==> src/rtl/adsr_envelope.sv <==
// ADSR envelope generator applying a programmable gain to a signed sample stream.
// Latency: sample_out and gain are registered, 1 cycle after sample_valid / control inputs.
// Backpressure: none; every sample_valid produces sample_out_valid exactly one cycle later.
module adsr_envelope #(
  parameter int SAMPLE_W = 16,
  parameter int GAIN_W   = 8
) (
  input  logic                       clk,
  input  logic                       reset,
  input  logic                       note_on,
  input  logic                       note_off,
  input  logic                       beat,
  input  logic        [GAIN_W-1:0]   attack_step,
  input  logic        [GAIN_W-1:0]   decay_step,
  input  logic        [GAIN_W-1:0]   sustain_level,
  input  logic        [GAIN_W-1:0]   release_step,
  input  logic signed [SAMPLE_W-1:0] sample_in,
  input  logic                       sample_valid,
  output logic signed [SAMPLE_W-1:0] sample_out,
  output logic                       sample_out_valid,
  output logic        [GAIN_W-1:0]   gain,
  output logic        [2:0]          env_state,
  output logic                       active
);

  typedef enum logic [2:0] {
    IDLE    = 3'd0,
    ATTACK  = 3'd1,
    DECAY   = 3'd2,
    SUSTAIN = 3'd3,
    RELEASE = 3'd4
  } state_t;

  localparam logic [GAIN_W-1:0] GMAX = '1;
  localparam int PW = SAMPLE_W + GAIN_W + 1;

  state_t            state, state_nxt;
  logic [GAIN_W-1:0] gain_nxt;

  // Attack sum carries one extra bit so a large step saturates instead of wrapping.
  logic [GAIN_W:0] attack_sum;
  // gain - decay_step <= sustain_level is tested as gain <= sustain_level + decay_step
  // so the subtraction never has to go negative.
  logic [GAIN_W:0] decay_floor;

  assign attack_sum  = {1'b0, gain} + {1'b0, attack_step};
  assign decay_floor = {1'b0, sustain_level} + {1'b0, decay_step};

  // Next-state and next-gain: note events first, otherwise the per-state beat step.
  always_comb begin
    state_nxt = state;
    gain_nxt  = gain;
    if (note_on) begin
      // Retrigger keeps the current gain so the attack ramps from where it is.
      state_nxt = ATTACK;
    end else if (note_off && (state == ATTACK || state == DECAY || state == SUSTAIN)) begin
      state_nxt = RELEASE;
    end else begin
      case (state)
        IDLE: begin
          gain_nxt = '0;
        end
        ATTACK: begin
          if (attack_step == '0) begin
            gain_nxt  = GMAX;
            state_nxt = DECAY;
          end else if (beat) begin
            if (attack_sum >= {1'b0, GMAX}) begin
              gain_nxt  = GMAX;
              state_nxt = DECAY;
            end else begin
              gain_nxt = attack_sum[GAIN_W-1:0];
            end
          end
        end
        DECAY: begin
          if (decay_step == '0 || gain <= sustain_level) begin
            gain_nxt  = sustain_level;
            state_nxt = SUSTAIN;
          end else if (beat) begin
            if ({1'b0, gain} <= decay_floor) begin
              gain_nxt  = sustain_level;
              state_nxt = SUSTAIN;
            end else begin
              gain_nxt = gain - decay_step;
            end
          end
        end
        SUSTAIN: begin
          gain_nxt = sustain_level;
        end
        RELEASE: begin
          if (release_step == '0 || (beat && gain <= release_step)) begin
            gain_nxt  = '0;
            state_nxt = IDLE;
          end else if (beat) begin
            gain_nxt = gain - release_step;
          end
        end
        default: begin
          gain_nxt  = '0;
          state_nxt = IDLE;
        end
      endcase
    end
  end

  // Envelope state and gain registers.
  always_ff @(posedge clk) begin
    if (reset) begin
      state <= IDLE;
      gain  <= '0;
    end else begin
      state <= state_nxt;
      gain  <= gain_nxt;
    end
  end

  assign env_state = state;
  assign active    = (state != IDLE);

  // Full-width signed product; the gain is zero-extended so it is never negative.
  logic signed [PW-1:0] sample_ext;
  logic signed [PW-1:0] gain_ext;
  logic signed [PW-1:0] product;
  logic                 unused_prod_bits;

  assign sample_ext = PW'(sample_in);
  assign gain_ext   = PW'({1'b0, gain});
  assign product    = sample_ext * gain_ext;
  // Dropping the low GAIN_W bits of a two's complement product is a floor divide.
  assign unused_prod_bits = ^{product[PW-1], product[GAIN_W-1:0]};

  // Sample datapath: scale on sample_valid, unity bypass at full gain, hold otherwise.
  always_ff @(posedge clk) begin
    if (reset) begin
      sample_out       <= '0;
      sample_out_valid <= 1'b0;
    end else begin
      sample_out_valid <= sample_valid;
      if (sample_valid) begin
        if (gain == GMAX) begin
          sample_out <= sample_in;
        end else begin
          sample_out <= product[GAIN_W +: SAMPLE_W];
        end
      end
    end
  end

endmodule
==> config.mk <==
export PLATFORM = sky130hd
export DESIGN_NAME = adsr_envelope
export DESIGN_NICKNAME = d
export VERILOG_FILES = /design/src/rtl/adsr_envelope.sv
export SDC_FILE = /design/constraint.sdc
export NUM_CORES = 1
export LEC_CHECK = 0
export CAP_MARGIN = 5
export CORE_MARGIN = 5
export CORE_UTILIZATION = 25
export CTS_BUF_LIST = sky130_fd_sc_hd__clkbuf_8
export CTS_CLUSTER_DIAMETER = 40
export CTS_CLUSTER_SIZE = 8
export DETAILED_ROUTE_END_ITERATION = 8
export SLEW_MARGIN = 30
export SYNTH_ARGS = -nofsm -noshare
export SYNTH_HDL_FRONTEND = slang
export SYNTH_SLANG_ARGS = --single-unit
==> constraint.sdc <==
create_clock -name clk -period 7.05 [get_ports clk]
set_input_delay 1.41 -clock clk [delete_from_list [all_inputs] [get_ports clk]]
set_output_delay 1.41 -clock clk [all_outputs]
set_load 0.05 [all_outputs]
==> metrics.log, run 1 <==
INFO  metric cts_setup_buffers = 0
INFO  metric sequential_cell_area_in_the_final_layout = between 500 and 600 sq um
INFO  metric synth_top_area_cell = fa_1
INFO  metric postRouteAntennaNets = 0
INFO  metric clock_tree.root_cell = clkbuf_8
INFO  metric clock_sink_count = 28
INFO  metric synth-seq-cells = 28
INFO  metric finalMaxSlewViolations = 0
INFO  metric tightestPinTransition = ~930 ps
INFO  metric hold_path.startpoint = sample_out[8]
INFO  metric critPathMaxFanout = 9
INFO  metric setup_slack = 727 ps
INFO  metric antenna_cells_inserted = 0
INFO  metric worst_setup_hold_path_clk_slew = ~120 ps
INFO  metric route.detailed.wl_per_inst = roughly 16 microns
INFO  metric startpoint_type = primary input
INFO  metric worst_ep_required_time = 7270 ps
INFO  metric fin_worst_hold_slack = slightly below 500 ps
INFO  metric multi_input_area = 0.00627 sq mm
INFO  metric critPathArrivalTime = around 6600 ps
INFO  metric synth.yosys.seq_area_share = under 10%
INFO  metric preCtsSetupSlack = roughly 390 ps
INFO  metric synth-async-reset-ratio = 0%
INFO  metric cpPeakStageDelay = 710 ps
INFO  metric worst-path-buf-inv = 4
INFO  metric holdPathEnd = sample_out[8]
INFO  metric area_growth_from_synthesis_to_final_layout = 17.6%
INFO  metric synth.most_common_cell = inv_1
INFO  metric number_of_i_o_port_buffers = 82
INFO  metric post_cts.resized_instances = 0
INFO  metric globalRoute.totalOverflow = 0
INFO  metric timing.max_cap.violations = 0
INFO  metric n_fill_cell = around 3,200
INFO  metric worst-setup-path-type = primary input to register
INFO  metric r2r.worst_path.cells = 17
INFO  metric final_layout_net_count = between 1,000 and 1,500
INFO  metric timing.setup.tns = 0 ps
INFO  metric power_density = between 70 and 80 mW/mm^2
INFO  metric initial_antenna_violation_count = 0
INFO  metric pin_count_of_the_biggest_net_entering_global_routing = 35
INFO  metric row_count = 64
INFO  metric buffer_depth_of_the_longest_clock_path = 2
INFO  metric r2r_start = gain[3]
INFO  metric vdd_ir_drop_max = slightly below 0.07 mV
INFO  metric syn-instance-count = about 950
INFO  metric cts_buffers = 3
INFO  metric setup.reg_to_reg.worst_slack = 1440 ps
INFO  metric power.leakage = about 4.3 nW
INFO  metric num_io_pins = between 80 and 90
INFO  metric finalClockSkew = slightly above 4 ps
INFO  metric track_usage = roughly an eighth
INFO  metric clk_latency = about 300 ps
INFO  metric synthesis.area = around 0.0076 sq mm
INFO  metric coreArea = 0.0303 sq mm
INFO  metric setup_repair_after_global_routing_missed_its_margin = no
INFO  metric critical-path-slowest-cell = clkdlybuf4s50_1
INFO  metric count_of_cell_types_in_the_netlist = 62
INFO  metric fin_hold_viols = 0
INFO  metric vias_in_the_first_global_route = about 7,000
INFO  metric remaining_drc_errors = 0
INFO  metric drt-initial-drc-count = about 290
INFO  metric final.min_clock_period = 6320 ps
INFO  metric routability_driven_placement_congestion_ratio = between 0.8 and 0.9
INFO  metric starting_density = 25.2%
INFO  metric fp.dieW = roughly 180 microns
INFO  metric worst_path_dominant_cell_family = adder cells
INFO  metric drive_above_1_share = under 10%
INFO  metric crit_path_frequent_cell = fa_1
INFO  metric ys_dominant_reg_cell = dfxtp_1
INFO  metric place.detailed.hpwl = 18,100 microns
INFO  metric syn-mean-instance-area = 8.03 sq um
INFO  metric yosysTopAreaCellShare = between 20% and 30%
INFO  metric chipHeight = 185 microns
INFO  metric post_route_fraction_of_the_period_consumed_by_the_critical_path = between 80% and 90%
INFO  metric avgViaCountPerCell = approximately 4.7
INFO  metric detail_route.wirelength = 22,300 microns
INFO  metric synthesis.nets = 1,198
INFO  metric area_enclosed_by_the_die_boundary = about 0.034 sq mm
INFO  metric cts_htree_levels = 1
INFO  metric tritoncts = yes
INFO  metric worstHoldPathType = register to register
INFO  metric global_route_wire_length_before_repair = 36,400 microns
INFO  metric timing.critical_path.cells = clkdlybuf4s50_1 -> nand2_1 -> fa_1 -> inv_1 -> fa_1 -> fa_1 -> inv_1 -> fa_1 -> inv_1 -> ha_1 -> nand2_1 -> o211ai_1 -> o211ai_1 -> a31oi_1 -> o211ai_1 -> and3b_1 -> or3_1 -> a311oi_1
INFO  metric run_status = finished clean
INFO  metric synth-warning-count = 0
INFO  metric synth.top_cells.by_area = fa_1 27%, ha_1 15%, inv_1 8.6%
INFO  metric synth_enable_flop_cells = 0
INFO  metric cts_hold_repair.buffers = 0
INFO  metric max_freq = around 0.16 GHz
INFO  metric worst_slew_margin_rel = a little under two fifths
INFO  metric detailedRoute.firstPassIterationCount = 5
INFO  metric detailroute.via_count = approximately 6,600
INFO  metric crit-reg2reg-capture = sample_out[14]
INFO  metric min_path_cells = 2
INFO  metric setup_viol = 0
INFO  metric top_cells_by_instance_count_after_synthesis = 175 x inv_1, 114 x nand2_1, 103 x fa_1
INFO  metric timing.critical_path.to_type = register
## report_power, final
| part | switching (mW) | total [mW] | internal (mW) |
|---|---|---|---|
| Sequential | 0.0146 | 0.181 | 0.166 |
| Clock | 0.0685 | 0.145 | 0.0765 |
| Combinational | 0.197 | 0.338 | 0.141 |
## cell type report
| cell class | instances | share of cell area, % |
|---|---|---|
| Multi-Input combinational cell | 709 | 69.8 |
| Timing Repair Buffer | 96 | 10.3 |
| Inverter | 175 | 7.31 |
| Sequential cell | 28 | 6.25 |
| Tap cell | 396 | 5.52 |
| Clock buffer | 3 | 0.460 |
| Clock inverter | 1 | 0.334 |
## metrics by stage
stage	utilization (%)	cells	instance area [sq um]	power, mW
finish	29.6	1408	8980	0.664
global route	29.6	1408	8980	0.717
CTS	29.6	1408	8980	0.673
detailed placement	29.4	1404	8910	0.523
global placement	29.4	1404	8910	0.518
floorplan	-	951	7640	0.406
## worst max-delay path by stage
stage / start / endpoint / slack, ps / cells past startpoint
after floorplan: sample_in[8] / sample_out[14] / 1260 / 17
final: sample_in[6] / sample_out[14] / 730 / 18
after detailed placement: sample_in[6] / sample_out[14] / 390 / 18
after CTS: sample_in[6] / sample_out[14] / 690 / 18
after global routing: sample_in[6] / sample_out[14] / 380 / 18
after global placement: sample_in[6] / sample_out[14] / 460 / 18
## kinds of logic after synthesis
family	count (synthesis)	share of synthesized area (%)
and+or+nand+nor	289	18.7
buffers and inverters	214	10.6
adders and majority gates	193	41.7
AOI/OAI and AO/OA	180	16.2
xor gates and xnor gates	39	4.47
DFF	28	7.34
muxes	8	1.05
## layer usage
layer  vias up  track usage, %  share of wire (%)
met3        14            1.39                3.8
li1       3228               -                  -
met5         -               0                  0
met4         0            2.79                1.5
met2       133            22.7                 48
met1      3229            18.4                 47
## cells in the final DEF (no fill, tap or decap), types with 4 or more instances in the layout
cell and count:
fa_1 103, a21o_1 16, or3_1 7, o21a_1 8
or4_1 6, nor2b_1 7, nand2b_1 6, mux2i_1 8
a31oi_1 9, a211oi_1 7, nand4_1 6, buf_4 14
a211oi_2 5, a21oi_1 46, a311oi_1 12, nand3_1 13
o21ai_0 32, nor3_1 10, a211o_1 4, nand2_1 114
or2_2 4, o211ai_1 5, xor2_1 16, clkdlybuf4s50_1 82
xnor2_1 23, ha_1 90, nor2_1 41, and2_1 60
dfxtp_1 27, inv_1 175, o21bai_1 5
## registers in the layout (all words and copies together), names as in the netlist
name and count:
gain 8, sample_out 16, sample_out_valid 1, env_state 3
## worst min-delay path, stage by stage (launching register included)
cell and delay [ps]:
dfxtp_1 330, nor2_1 80, a311oi_1 50
Power figures use the tool's default switching activity.
==> inputs of run 2 (changes only) <==
- clock period: 7.05 -> 7.7 ns (I/O delays scaled with it)
==> metrics.log, run 2 (synthesized netlist as in run 1, its figures left out) <==
INFO  metric fin_hold_viols = 0 (unchanged)
INFO  metric registers.top_by_ff_count = sample_out
INFO  metric detail_route.wirelength = 22,200 microns (-0.29%)
INFO  metric finalMaxSlewViolations = 0 (unchanged)
INFO  metric routability_driven_placement_congestion_ratio = 0.862 (+2.6%)
INFO  metric vias_in_the_first_global_route = 6,708 (-2.3%)
INFO  metric pin_count_of_the_biggest_net_entering_global_routing = 35 (unchanged)
INFO  metric clk_latency = 300 ps (about the same)
INFO  metric most_frequent_standard_cell_in_the_layout_excluding_fill_and_tap_cells = inv_1
INFO  metric num_io_pins = 83 (unchanged)
INFO  metric postRouteAntennaNets = 0 (unchanged)
INFO  metric area_enclosed_by_the_die_boundary = 0.0342 sq mm (unchanged)
INFO  metric timing.max_cap.violations = 0 (unchanged)
INFO  metric tritoncts = yes
INFO  metric post_route_fraction_of_the_period_consumed_by_the_critical_path = a little over four fifths
INFO  metric max_freq = ~0.16 GHz
INFO  metric clock_tree.root_cell = clkbuf_8
INFO  metric globalRoute.totalOverflow = 0 (unchanged)
INFO  metric place.detailed.hpwl = 17,900 microns (-1.0%)
INFO  metric power.leakage = 4.29 nW (-0.46%)
INFO  metric setup_repair_after_global_routing_missed_its_margin = no
INFO  metric post_cts.resized_instances = 0 (unchanged)
INFO  metric track_usage = 13.2% (-0.11 points)
INFO  metric run_status = finished clean
INFO  metric final.min_clock_period = 6420 ps
INFO  metric final_core_util = 29.5% (-0.091 points)
INFO  metric number_of_i_o_port_buffers = 82 (unchanged)
INFO  metric cts_setup_buffers = 0 (unchanged)
INFO  metric tightestPinTransition = 879 ps (-52.3 ps)
INFO  metric final_layout_net_count = 1,256 (-0.32%)
INFO  metric timing.setup.tns = 0 ps (unchanged)
INFO  metric worst-setup-path-type = primary input to register
INFO  metric setup_viol = 0 (unchanged)
INFO  metric power_density = 67.4 mW/mm^2 (-8.9%)
INFO  metric coreArea = 0.0303 sq mm (unchanged)
INFO  metric critPathArrivalTime = 6640 ps (+90 ps)
INFO  metric drt-initial-drc-count = 300 (+5.3%)
INFO  metric finalClockSkew = 5.02 ps (+0.918 ps)
INFO  metric starting_density = 25.2% (unchanged)
INFO  metric cts_htree_levels = 1 (unchanged)
INFO  metric initial_antenna_violation_count = 0 (unchanged)
INFO  metric final_cell_mix = 175 x inv_1, 114 x nand2_1, 103 x fa_1
INFO  metric setup_slack = 1280 ps (+555 ps)
INFO  metric chipHeight = 185 microns (unchanged)
INFO  metric worst_ep_required_time = 7920 ps (+650 ps)
INFO  metric row_count = 64 (unchanged)
INFO  metric clock_sink_count = 28 (unchanged)
INFO  metric fp.dieW = 185 microns (unchanged)
INFO  metric vdd_ir_drop_max = 0.0601 mV (-13%)
INFO  metric timing.critical_path.to_type = register
INFO  metric worst_slew_margin_rel = 41.4% (+3.5 points)
INFO  metric startpoint_type = primary input
INFO  metric drive_above_1_share = 3.27% (-0.28 points)
INFO  metric route.detailed.wl_per_inst = 15.8 microns (about the same)
INFO  metric preCtsSetupSlack = 978 ps (+592 ps)
INFO  metric cts_hold_repair.buffers = 0 (unchanged)
INFO  metric setup.reg_to_reg.worst_slack = 2180 ps (+740 ps)
INFO  metric remaining_drc_errors = 0 (unchanged)
INFO  metric detailroute.via_count = 6,586 (-0.27%)
INFO  metric avgViaCountPerCell = 4.69 (about the same)
INFO  metric worst_setup_hold_path_clk_slew = 120 ps (about the same)
INFO  metric largest_reg_flops = 16 (unchanged)
INFO  metric area_growth_from_synthesis_to_final_layout = 17.2%
INFO  metric critPathMaxFanout = 9 (unchanged)
INFO  metric buffer_depth_of_the_longest_clock_path = 2 (unchanged)
INFO  metric global_route_wire_length_before_repair = 36,100 microns (-1.0%)
INFO  metric cts_buffers = 3 (unchanged)
INFO  metric antenna_cells_inserted = 0 (unchanged)
INFO  metric detailedRoute.firstPassIterationCount = 5 (unchanged)
INFO  metric worstHoldPathType = register to register
## run 2: changes by cell type in the layout (fill, tap and decap cells not counted)
cell    previous run  this run
nor2_1            41        40
buf_4             14        10
nor2_2             1         2
## run 2: critical path: stages
cell	delay, ps
clkdlybuf4s50_1	710
nand2_1	140
fa_1	540
inv_1	50
fa_1	460
fa_1	540
inv_1	50
fa_1	530
inv_1	50
ha_1	320
nand2_1	100
o211ai_1	220
o211ai_1	180
a31oi_1	300
o211ai_1	150
and3b_1	170
or3_1	300
a311oi_1	270
## run 2: per-layer routing
layer | vias to the layer above | global-route usage [%] | part of all wire [%]
met4 | 0 | 2.91 | 1.7
met2 | 118 | 22.5 | 48
met3 | 20 | 1.75 | 4.5
met1 | 3222 | 18.1 | 46
li1 | 3226 | - | -
met5 | - | 0 | 0
## run 2: path summary, 6_finish.rpt
check	cells after the start	startpoint	endpoint
worst max-delay path	18	sample_in[6]	sample_out[14]
worst min-delay path	2	sample_out[4]	sample_out[4]
worst max register to register	18	gain[3]	sample_out[14]
worst min register to register	2	sample_out[4]	sample_out[4]
## run 2: cell type report
| cell class | instances | area (sq um) |
|---|---|---|
| inverter | 175 | 657 |
| multi-input combinational | 709 | 6270 |
| timing repair buffer | 92 | 896 |
| tap | 396 | 495 |
| clock inverter | 1 | 30.0 |
| fill | 3255 | 21400 |
| sequential | 28 | 562 |
| clock buffer | 3 | 41.3 |
## run 2: where the power goes
group          switching, mW  leakage (nW)  internal, mW
Clock                 0.0606        0.0357        0.0700
Combinational          0.181          4.02         0.127
Sequential            0.0123         0.230         0.152
## run 2: through the flow
stage	total power, mW	hold slack [ps]	instance area, sq um	instances
3_5_place_dp	0.477	478	8880	1400
5_1_grt	0.651	512	8950	1404
4_1_cts	0.614	496	8950	1404
3_3_place_gp	0.473	478	8880	1400
2_1_floorplan	0.372	691	7640	951
6_report	0.603	490	8950	1404
